## config.mk

```make
export PLATFORM = sky130hd
export DESIGN_NAME = pdpm_rx_parser
export DESIGN_NICKNAME = d
export VERILOG_FILES = /design/src/rtl/pdpm_rx_parser.sv
export SDC_FILE = /design/constraint.sdc
export NUM_CORES = 1
export LEC_CHECK = 0
export BUFFER_PORTS_ARGS = -buffer_cell sky130_fd_sc_hd__buf_4
export CAP_MARGIN = 25
export CORE_AREA = 2 2 146 148
export CTS_CLUSTER_DIAMETER = 50
export DETAILED_ROUTE_END_ITERATION = 12
export DIE_AREA = 0 0 148 150
export PLACE_DENSITY = 0.67
export RECOVER_POWER = 25
export SYNTH_ARGS = -nofsm -noshare
export SYNTH_HDL_FRONTEND = slang
export SYNTH_SLANG_ARGS = --single-unit
```

## constraint.sdc

```tcl
create_clock -name clk_in -period 7.2 [get_ports clk_in]
set_input_delay 0.72 -clock clk_in [delete_from_list [all_inputs] [get_ports clk_in]]
set_output_delay 0.72 -clock clk_in [all_outputs]
set_load 0.01 [all_outputs]
```

## src/rtl/pdpm_rx_parser.sv

```systemverilog
// pDPM receive parser: pulls a memory command out of each Ethernet frame on an
// 8-bit AXI-S stream and forwards write payload on a second AXI-S stream.
module pdpm_rx_parser #(
    parameter logic [47:0] LOCAL_MAC  = 48'h000A35000001,
    parameter logic [15:0] PDPM_ETYPE = 16'h88B5,
    parameter int          CNT_W      = 16
) (
    input  logic             clk_in,
    input  logic             glbl_rst,
    input  logic [7:0]       s_axis_tdata,
    input  logic             s_axis_tvalid,
    input  logic             s_axis_tlast,
    output logic             s_axis_tready,
    output logic             cmd_valid,
    input  logic             cmd_ready,
    output logic             cmd_op,
    output logic [31:0]      cmd_addr,
    output logic [15:0]      cmd_len,
    output logic [47:0]      cmd_src_mac,
    output logic [7:0]       m_axis_tdata,
    output logic             m_axis_tvalid,
    output logic             m_axis_tlast,
    input  logic             m_axis_tready,
    output logic             err_short,
    output logic [CNT_W-1:0] frames_ok,
    output logic [CNT_W-1:0] frames_dropped
);
    typedef enum logic [1:0] {HDR, CMD, PAYLOAD, DROP} state_t;

    state_t           state_q;
    logic [4:0]       idx_q;
    logic [39:0]      dst_q;
    logic [7:0]       etype_hi_q;
    logic             op_q;
    logic [15:0]      len_q;
    logic [31:0]      addr_q;
    logic [47:0]      src_q;
    logic             last20_q;
    logic [15:0]      rem_q;
    logic             err_q;
    logic [CNT_W-1:0] ok_q, ok_d, drop_q, drop_d;

    logic s_fire, cmd_fire, hdr_err, dst_bad;

    function automatic logic [CNT_W-1:0] sat_inc(input logic [CNT_W-1:0] v);
        return (&v) ? v : v + {{(CNT_W-1){1'b0}}, 1'b1};
    endfunction

    // Header checks look at the byte currently on the bus, so a bad field is
    // caught in the same cycle it arrives.
    always_comb begin
        dst_bad = ({dst_q, s_axis_tdata} != LOCAL_MAC) && ({dst_q, s_axis_tdata} != {48{1'b1}});
        hdr_err = ((idx_q == 5'd5) && dst_bad)
               || ((idx_q == 5'd13) && ({etype_hi_q, s_axis_tdata} != PDPM_ETYPE))
               || ((idx_q == 5'd14) && (s_axis_tdata != 8'h01) && (s_axis_tdata != 8'h02));
        ok_d    = sat_inc(ok_q);
        drop_d  = sat_inc(drop_q);
    end

    always_comb begin
        case (state_q)
            HDR, DROP: s_axis_tready = ~glbl_rst;
            PAYLOAD:   s_axis_tready = m_axis_tready & ~glbl_rst;
            default:   s_axis_tready = 1'b0;
        endcase
    end

    assign s_fire         = s_axis_tvalid & s_axis_tready;
    assign cmd_valid      = (state_q == CMD);
    assign cmd_fire       = cmd_valid & cmd_ready;
    assign m_axis_tvalid  = (state_q == PAYLOAD) & s_axis_tvalid;
    assign m_axis_tdata   = (state_q == PAYLOAD) ? s_axis_tdata : 8'h00;
    assign m_axis_tlast   = (state_q == PAYLOAD) & ((rem_q == 16'd1) | s_axis_tlast);
    // A write whose frame ends on the last header byte has no payload at all.
    assign err_short      = err_q | (cmd_fire & last20_q & op_q & (len_q != 16'd0));
    assign cmd_op         = op_q;
    assign cmd_addr       = addr_q;
    assign cmd_len        = len_q;
    assign cmd_src_mac    = src_q;
    assign frames_ok      = ok_q;
    assign frames_dropped = drop_q;

    always_ff @(posedge clk_in or posedge glbl_rst) begin
        if (glbl_rst) begin
            state_q    <= HDR;
            idx_q      <= '0;
            dst_q      <= '0;
            etype_hi_q <= '0;
            op_q       <= 1'b0;
            len_q      <= '0;
            addr_q     <= '0;
            src_q      <= '0;
            last20_q   <= 1'b0;
            rem_q      <= '0;
            err_q      <= 1'b0;
            ok_q       <= '0;
            drop_q     <= '0;
        end else begin
            err_q <= 1'b0;
            case (state_q)
                HDR: if (s_fire) begin
                    idx_q <= idx_q + 5'd1;
                    if (idx_q <= 5'd4) dst_q <= {dst_q[31:0], s_axis_tdata};
                    if (idx_q >= 5'd6 && idx_q <= 5'd11) src_q <= {src_q[39:0], s_axis_tdata};
                    if (idx_q == 5'd12) etype_hi_q <= s_axis_tdata;
                    if (idx_q == 5'd14) op_q <= (s_axis_tdata == 8'h02);
                    if (idx_q == 5'd15 || idx_q == 5'd16) len_q <= {len_q[7:0], s_axis_tdata};
                    if (idx_q >= 5'd17) addr_q <= {addr_q[23:0], s_axis_tdata};
                    if (idx_q == 5'd20) begin
                        idx_q    <= '0;
                        last20_q <= s_axis_tlast;
                        state_q  <= CMD;
                    end else if (s_axis_tlast || hdr_err) begin
                        idx_q   <= '0;
                        drop_q  <= drop_d;
                        state_q <= s_axis_tlast ? HDR : DROP;
                    end
                end
                CMD: if (cmd_ready) begin
                    ok_q <= ok_d;
                    if (last20_q) begin
                        state_q <= HDR;
                    end else if (!op_q || len_q == 16'd0) begin
                        state_q <= DROP;
                    end else begin
                        rem_q   <= len_q;
                        state_q <= PAYLOAD;
                    end
                end
                PAYLOAD: if (s_fire) begin
                    rem_q <= rem_q - 16'd1;
                    if (rem_q == 16'd1) begin
                        state_q <= s_axis_tlast ? HDR : DROP;
                    end else if (s_axis_tlast) begin
                        err_q   <= 1'b1;
                        state_q <= HDR;
                    end
                end
                DROP: if (s_fire && s_axis_tlast) state_q <= HDR;
                default: state_q <= HDR;
            endcase
        end
    end
endmodule

```

# After elaboration in Yosys (flattened, before gate mapping)
# Cells that the tools add are included.
classes:
  addsub: 4
  multipliers: 0
  div_mod_pow: 0
  order_cmp: 4
  eq_ne: 25
  n_shift: 0
  mux: 25
  bitwise: 14
  n_reduce_logical: 32
op_table:
  columns: ["op", "n"]
  rows:
  - ["two-way mux 16 bit", 4]
  - ["inequality test 48 x 36 -> 1 bit, second input constant", 1]
  - ["inequality test 48 bit, second input constant", 1]
  - ["adder 16 x 1 -> 16 bit, second input constant", 2]
  - ["one-hot mux 16 bit (2 select lines)", 1]
  - ["AND reduction 16 bit", 2]
  - ["AND reduction 3 bit", 8]
  - ["== test 5 x 4 -> 1 bit, second input constant", 4]
  - ["two-way mux 2 bit", 10]
  - ["== test 16 x 1 -> 1 bit, second input constant", 1]
  - ["zero test 16 bit", 1]
  - ["inequality test 16 bit, second input constant", 1]
  - ["nonzero test 16 bit", 1]
  - ["subtractor 16 x 1 -> 16 bit, second input constant", 1]
  - ["== test 5 bit, second input constant", 2]
  - ["two-way mux 5 bit", 2]
  - ["inequality test 2 bit, second input constant", 5]
  - ["AND reduction 5 bit", 2]
  - ["AND 1 bit", 8]
  - ["== test 8 x 2 -> 1 bit, second input constant", 1]
  - ["two-way mux 8 bit", 1]
  - ["inequality test 8 x 1 -> 1 bit, second input constant", 1]
  - ["inequality test 8 x 2 -> 1 bit, second input constant", 1]
  - ["one-hot mux 2 bit (4 select lines)", 1]
  - ["other kinds (23)", 42]
totals:
  reg_bits: 202
  latchBits: 0
  mem_bits_rw: 0
  mem_bits_ro: 0
  elab_cells: 117
  memories: 0

# Depth between registers and ports, before layout
# Gate-level depths: netlist of the first run.
logic_depth:
  depth_word: 10
  depth_mapped: 10
  mapped_depth_nobuf: 9

# Least setup slack after synthesis of the first run
# Ideal clock, no wire load.
synth_timing:
  path_kind: "input to register"
  from: "input port s_axis_tdata[6]"
  to: "register state_q[0]"
  setup_time_ns: 0.127
  arrival_ns: 2.421
  required_ns: 7.073
  slack_ns: 4.652
  path_stages: 8
  cell_sequence: "buf_4 > nand4_1 > or4_1 > nor4_2 > a31oi_1 > a21oi_2 > a211o_2 > mux2_1"
synth_via:
  elab_chain_len: 8
  word_cells_on_any_way: 15
  cone_classes: "6 x eq/ne; 9 x reduce/logical"
synth_lines:
  columns: ["item", "line_no", "text"]
  rows:
  - ["start, declared", "10", "input logic [7:0] s_axis_tdata,"]
  - ["inequality test 48 x 36 -> 1 bit / inequality test 48 bit (equally long branches)", "52", "dst_bad = ({dst_q, s_axis_tdata} != LOCAL_MAC) && ({dst_q, s_axis_tdata} != {48{1'b1}});"]
  - ["logical AND 1 bit", "52", null]
  - ["logical AND 1 bit", "53", "hdr_err = ((idx_q == 5'd5) && dst_bad)"]
  - ["logical OR 1 bit", "54", "|| ((idx_q == 5'd13) && ({etype_hi_q, s_axis_tdata} != PDPM_ETYPE))"]
  - ["logical OR 1 bit *", "55", "|| ((idx_q == 5'd14) && (s_axis_tdata != 8'h01) && (s_axis_tdata != 8'h02));"]
  - ["logical OR 1 bit *", "113", "end else if (s_axis_tlast || hdr_err) begin"]
  - ["inequality test 3 bit (no line) *", null, null]
  - ["AND reduction 6 bit (no line) *", null, null]
  - ["end signal, assigned", "116", "state_q <= s_axis_tlast ? HDR : DROP;"]
  - ["end signal, assigned", "133", "state_q <= s_axis_tlast ? HDR : DROP;"]
  - ["end, declared", "30", "state_t state_q;"]
# Every way passes the cells marked *; elsewhere a longest branch is shown, timed or not.
# A chain may end at the register's enable or synchronous reset.

# Worst setup path in the final report of the first run
layout_timing:
  from: "register state_q[0]"
  to: "register src_q[1] (netlist: cmd_src_mac[1])"
layout_via:
  elab_chain_len: 5
  word_cells_on_any_way: 7
  cone_classes: "2 x eq/ne; 1 x mux; 1 x bitwise; 3 x reduce/logical"
layout_lines:
  columns: ["item", "line_no", "text"]
  rows:
  - ["== test 2 bit / zero test 2 bit (equally long branches)", "61, 100", null]
  - ["OR reduction 2 bit", "61", "case (state_q)"]
  - ["one-hot mux 1 bit (2 select lines)", "61", null]
  - ["AND 1 bit", "68", "assign s_fire = s_axis_tvalid & s_axis_tready;"]
  - ["AND reduction 3 bit (no line) *", null, null]
  - ["end signal, assigned", "104", "if (idx_q >= 5'd6 && idx_q <= 5'd11) src_q <= {src_q[39:0], s_axis_tdata};"]
  - ["end, declared", "37", "logic [47:0] src_q;"]
# Marked as above.

==> metrics.md, run 1 <==
| Metric | Value |
|---|---|
| Worst-Margin Slew | `3.09 ns` |
| Hold worst-path end | `frames_ok[12]` |
| Synth top area cells | `dfrtp_1, mux2_2, mux2_4` |
| Clk pin slew, worst setup/hold paths | `0.06 ns` |
| Hold path start | `frames_ok[12]` |
| Vias per cell | `5.44` |
| Status | `finished, violations left` |
| Die Ht | `150 um` |
| Sum of negative setup slack | `0 ns` |
| Power Total | `0.00424 W` |
| R2r setup slk | `4.17 ns` |
| Layout area overhead | `25.6%` |
| Number of synthesized flops with an enable pin | `0` |
| Clock Sinks | `202` |
| Root buf cell | `clkbuf_16` |
| Total CTS buffers | `26` |
| GRT overflow | `0` |
| Initial antenna violation count | `0` |
| DRT iter0 DRCs | `369` |
| Max Slew Vio Count | `67` |
| Synth area leader | `dfrtp_1` |
| Crit end category | `flop` |
| Drt pass-1 iters | `4` |
| Lkg Pwr | `5.58 nW` |
| Number of distinct library cells after synthesis | `66` |
| Initial Utilization | `0.444` |
| Core area | `20700 um2` |
| Detail Route Antenna Nets | `0` |
| Largest net degree at the start of global routing | `148` |
| Crit Path Category | `flop to flop` |
| Insertion delay of the later-clocked pin in the worst-skew pair | `0.52 ns` |
| Max rail drop VDD | `232 uV` |
| Power Density | `368 nW/um2` |
| Layout cell share with drive strength beyond 1 | `0.412` |
| Bufs on Longest Clock Path | `3` |
| GRT Util Overall | `0.184` |
| Slew HR | `-1.07` |
| Detailed placement HPWL | `13900 um` |
| Vias | `6387` |
| Core Rows | `53` |
| Primary FF master, synth | `dfrtp_1` |
| Post-CTS Resized | `0` |
| First-pass GRT wire length | `33300 um` |
| Post-Syn Nets | `750` |
| Fillcell total | `1781` |
| H-tree depth | `1` |
| Drt total wl | `20800 um` |
| Die width | `148 um` |
| Worst Path Required | `7.58 ns` |
| Routability cong. | `0.879` |
| Flop and latch count out of synthesis | `202` |
| # hold bufs at CTS | `0` |
| R2r startpoint | `state_q[0]` |
| RSZ-0062 raised after global routing | `no` |
| FF-to-FF path depth | `8` |
| Mean Syn Cell Area | `12.7 um2` |
| Final Hold Fails | `0` |
| CP startpoint kind | `flop` |
| Reg-to-Reg End | `cmd_src_mac[1]` |
| Post-CTS Setup Bufs | `0` |
| Skew final | `0.0206 ns` |
| PortBufs | `155` |
| Top post-synthesis cells by count | `dfrtp_1, mux2_2, nand2_1` |
| CTS tree | `yes` |
| Die Area | `22200 um2` |
| Sequential share of the synthesized area | `0.550` |
| Wire length per cell | `17.7 um` |
| Tcrit/Tclk final | `0.420` |
| Yosys warns | `0` |
| I/O Pins | `156` |
| Setup violators final | `0` |
| Crit path DAT | `3.41 ns` |
| Cells on Worst Hold Path | `1` |
| Most frequent cell after synthesis | `dfrtp_1` |
| Synth top area share | `0.550` |
| Cell area after synthesis | `9190 um2` |
| DRC | `0` |
| Vias in the first global route | `6273` |
| Critical Path Fanout Max | `48` |
| Async S/R FF share, synth | `1.00` |
| Failing checks | `max-capacitance violations, max-slew violations` |
| Synthesized instance count | `724` |
| Hold Crit Class | `flop to flop` |
| Clock period minus worst slack | `3.03 ns` |
| Nets@finish | `908` |
| F_max | `0.330 GHz` |
| Max-Cap Viols | `1` |
| ANT cells | `0` |
-- cells by family (layout without fill, tap and decap cells) --
logic type      count (synthesis)  count (layout)  share of synthesized area
simple gates                  195             195                      0.125
mux                           151             151                      0.193
flops                         202             202                      0.550
compound gates                 85              85                     0.0609
xor+xnor                       31              31                     0.0296
buf+inv                        48             223                     0.0245
fa+ha+maj                      12              12                     0.0163
-- worst max path at each step --
stage / start / end / cells after the start
floorplan: glbl_rst / cmd_addr[0] / 1
global placement: m_axis_tready / cmd_src_mac[0] / 7
detailed placement: m_axis_tready / cmd_src_mac[47] / 7
CTS: state_q[0] / cmd_src_mac[1] / 8
global route: glbl_rst / dst_q[38] / 3
finish: state_q[0] / cmd_src_mac[1] / 8
-- worst max-delay path, stage by stage (launching register included) --
cell and delay [ns]:
dfrtp_1 0.39, inv_1 0.08, ha_1 0.29, a21boi_1 0.19, nor4b_4 0.41, nand2_2 0.28
or3_2 0.48, buf_4 0.34, mux2_4 0.38
-- where the power goes --
| part | total (W) | switching [W] | internal [W] |
|---|---|---|---|
| Sequential | 0.00174 | 0.000317 | 0.00142 |
| Clock | 0.00132 | 0.000477 | 0.000842 |
| Combinational | 0.00119 | 0.000574 | 0.000611 |
-- layout make-up --
class / count / area (um2) / area share
clock buffer: 35 / 756 / 0.0655
clock inverter: 10 / 143 / 0.0124
inverter: 16 / 61.3 / 0.00531
multi-input combinational: 474 / 3940 / 0.341
sequential: 202 / 5050 / 0.438
tap: 275 / 344 / 0.0298
timing repair buffer: 162 / 1240 / 0.107
-- registers in the layout (all words and copies together) (netlist names) --
name,cells
cmd_src_mac,48
cmd_op,1
idx_q,5
cmd_len,16
dst_q,40
frames_dropped,16
frames_ok,16
rem_q,16
etype_hi_q,8
state_q,2
err_q,1
last20_q,1
cmd_addr,32
-- metal layers --
layer  track usage  routed length, um
met1         0.258               9450
met2         0.290               9930
met3        0.0405               1140
met4        0.0495                248
met5             0                  0
-- metrics by stage --
step           cells  hold slack [ns]  utilization  worst slack, ns  area (um2)
2_1_floorplan    724            0.472            -            0.969        9190
6_report        1174            0.496        0.558             4.17       11500
4_1_cts         1173            0.493        0.557             4.22       11500
5_1_grt         1174            0.514        0.558             3.76       11500
3_3_place_gp    1127            0.481        0.513             4.24       10600
3_5_place_dp    1128            0.480        0.513             4.22       10600
-- layout by cell type (no fill, tap or decap), types with 3 or more instances in the layout --
master     synthesis  layout
xor2_1            10      10
ha_1              12      12
bufinv_16          0       3
nor2_1            23      23
nand2_1           32      32
and4_1             5       5
o21ai_0           16      16
dfrtp_1          202     202
nand3b_1           3       3
buf_4              3     159
clkbuf_1          17       4
nor3_1            13      13
nor4_1            15      15
mux2_4            20      20
clkbuf_16          0      27
mux2_1             3       3
nor3b_1            4       4
xnor2_1           21      21
and2_1            12      12
mux2_2           127     127
inv_1             16      15
nand2b_1           4       4
nor4b_1            5       5
o22ai_1           14      14
and3_1             6       6
clkbuf_8           0       5
a21oi_1           27      26
a31oi_1            3       3
or3_1              5       4
nand4_1           21      21
nand3_1           31      31
(Power assumes the default switching activity.)
==> inputs of run 2 (changes only) <==
==> constraint.sdc (replaced) <==
create_clock -name clk_in -period 3.1 [get_ports clk_in]
set_input_delay 0.31 -clock clk_in [delete_from_list [all_inputs] [get_ports clk_in]]
set_output_delay 0.31 -clock clk_in [all_outputs]
set_load 0.01 [all_outputs]
==> metrics.md, run 2 (same netlist as run 1, synthesis figures left out) <==
| Metric | Value |
|---|---|
| Setup violators final | `0 (unchanged)` |
| Tcrit/Tclk final | `0.922 (+0.502)` |
| Initial Utilization | `0.444 (unchanged)` |
| H-tree depth | `1 (unchanged)` |
| Crit-path cells | `inv_1 > ha_1 > a21boi_1 > nor4b_4 > nand2_4 > or3_2 > buf_4 > mux2_4` |
| Final Non-Filler Cells | `1179 (+0.43%)` |
| Detail Route Antenna Nets | `0 (unchanged)` |
| Post-route cell area | `11500 um2 (-0.71%)` |
| Root buf cell | `clkbuf_16` |
| Layout area overhead | `24.7%` |
| Drt pass-1 iters | `5 (+1)` |
| F_max | `0.350 GHz (+5.9%)` |
| I/O Pins | `156 (unchanged)` |
| CP startpoint kind | `flop` |
| Failing checks | `max-capacitance violations, max-slew violations` |
| CTS tree | `yes` |
| Largest register FFs | `48 (unchanged)` |
| GRT overflow | `0 (unchanged)` |
| Max-Cap Viols | `3 (+2)` |
| Slowest-stage cell, CP | `or3_2` |
| Worst-Margin Slew | `1.55 ns (-1.53 ns)` |
| RSZ-0062 raised after global routing | `no` |
| Hold slack final | `0.104 ns (-0.392 ns)` |
| Critical path's top delay family | `simple AND/OR/NAND/NOR gates` |
| Hold Crit Class | `primary input to flop` |
| Routability cong. | `0.836 (-4.8%)` |
| Insertion delay of the later-clocked pin in the worst-skew pair | `0.51 ns (about the same)` |
| GRT Util Overall | `0.182 (-0.00162)` |
| Final setup margin | `0.241 ns (-3.93 ns)` |
| PortBufs | `155 (unchanged)` |
| Placed cells | `1134 (+0.53%)` |
| Vias | `6406 (+0.30%)` |
| Detailed placement HPWL | `13800 um (-0.45%)` |
| Internal Power | `0.00639 W (+120%)` |
| Critical Path Fanout Max | `48 (unchanged)` |
| Reg power frac | `0.421 (+0.011)` |
| Power Density | `834 nW/um2 (+130%)` |
| Clk pwr share | `0.289 (-0.022)` |
| ANT cells | `0 (unchanged)` |
| Max Slew Vio Count | `101 (+51%)` |
| Crit Path Category | `flop to flop` |
| Final Hold Fails | `0 (unchanged)` |
| # hold bufs at CTS | `0 (unchanged)` |
| Status | `finished, violations left` |
| Die Ht | `150 um (unchanged)` |
| DRT iter0 DRCs | `357 (-3.3%)` |
| DRC | `0 (unchanged)` |
| Clock period minus worst slack | `2.86 ns (-0.167 ns)` |
| Buf/Inv on CP | `2 (unchanged)` |
| Max rail drop VDD | `559 uV (+140%)` |
| Clk pin slew, worst setup/hold paths | `0.06 ns (about the same)` |
| Core area | `20700 um2 (unchanged)` |
| Wire length per cell | `17.3 um (-2.5%)` |
| Nets@finish | `912 (+0.44%)` |
| Gate power share | `0.290 (+0.011)` |
| Crit path DAT | `3.25 ns (-0.16 ns)` |
| Max stage delay on crit path | `0.45 ns (-0.03 ns)` |
| Initial antenna violation count | `0 (unchanged)` |
| Commonest non-fill, non-tap cell in the layout | `dfrtp_1` |
| First-pass GRT wire length | `33200 um (-0.33%)` |
| Sw frac | `0.331 (+0.00832)` |
| Die width | `148 um (unchanged)` |
| Sum of negative setup slack | `0 ns (unchanged)` |
| R2r setup slk | `0.24 ns (-3.93 ns)` |
| Largest net degree at the start of global routing | `79 (-47%)` |
| Clock Sinks | `202 (unchanged)` |
| Fillcell total | `1782 (+0.056%)` |
| Core Rows | `53 (unchanged)` |
| Crit end category | `flop` |
| Vias in the first global route | `6191 (-1.3%)` |
| Worst slack at placement | `0.189 ns (-4.03 ns)` |
| Die Area | `22200 um2 (unchanged)` |
| Drt total wl | `20300 um (-2.0%)` |
| Net Sw Power | `0.00316 W (+130%)` |
| Skew final | `0.00882 ns (-0.0118 ns)` |
| Lkg Pwr | `5.55 nW (-0.61%)` |
| Layout cell share with drive strength beyond 1 | `0.410 (-0.00117)` |
| Slew HR | `-0.0408 (+1.03)` |
| Area after DPL | `10700 um2 (+0.67%)` |
| Worst Path Required | `3.49 ns (-4.09 ns)` |
| Total CTS buffers | `25 (-3.8%)` |
| Commonest non-fill, non-tap cells in the layout | `dfrtp_1, buf_4, mux2_2, nand2_1, nand3_1` |
| Vias per cell | `5.43 (-0.13%)` |
| Bufs on Longest Clock Path | `3 (unchanged)` |
[run 2: final timing paths]
check,startpoint,end,cells past startpoint
setup / recovery,state_q[0],cmd_src_mac[41],8
hold / removal,s_axis_tlast,last20_q,2
setup reg to reg,state_q[0],cmd_src_mac[41],8
hold reg to reg,frames_ok[12],frames_ok[12],1
max in group asynchronous,glbl_rst,cmd_src_mac[17],3
min in group asynchronous,glbl_rst,rem_q[2],2
[run 2: timing repair]
| item | CTS | global route |
|---|---|---|
| endpoints found under the setup margin | 0 | 9 |
| buffers inserted | 0 | 0 |
| resized for setup | 0 | 1 |
[run 2: worst register-to-register path: stages, from the launching register on]
cell and delay, ns:
dfrtp_1 0.39, inv_1 0.08, ha_1 0.29, a21boi_1 0.16
nor4b_4 0.41, nand2_4 0.20, or3_2 0.45, buf_4 0.34
mux2_4 0.43
[run 2: per-layer routing]
metal / track usage / up-vias / share of wire
li1: - / 2990 / -
met1: 0.270 / 3227 / 0.47
met2: 0.282 / 160 / 0.47
met3: 0.0314 / 29 / 0.047
met4: 0.0400 / 0 / 0.015
met5: 0 / - / 0
[run 2: cell type report]
class                           instances  area (um2)  area share
Sequential cell                       202        5050       0.441
Multi-Input combinational cell        474        3950       0.344
Timing Repair Buffer                  167        1260       0.110
Clock buffer                           34         689      0.0602
Tap cell                              275         344      0.0300
Clock inverter                         11         106     0.00928
Inverter                               16        61.3     0.00535
[run 2: stage by stage]
stage                      util  power [W]
after global placement    0.517    0.00679
final                     0.554    0.00955
after global routing      0.554     0.0101
after CTS                 0.555    0.00964
after detailed placement  0.517    0.00685
after floorplan               -    0.00562
[run 2: power by group through the flow]
stage	Clock (W)	Combinational (W)	Sequential, W
floorplan	0	0.00160	0.00402
global placement	0	0.00274	0.00405
detailed placement	0	0.00279	0.00405
CTS	0.00283	0.00280	0.00402
global route	0.00294	0.00306	0.00413
finish	0.00276	0.00277	0.00402
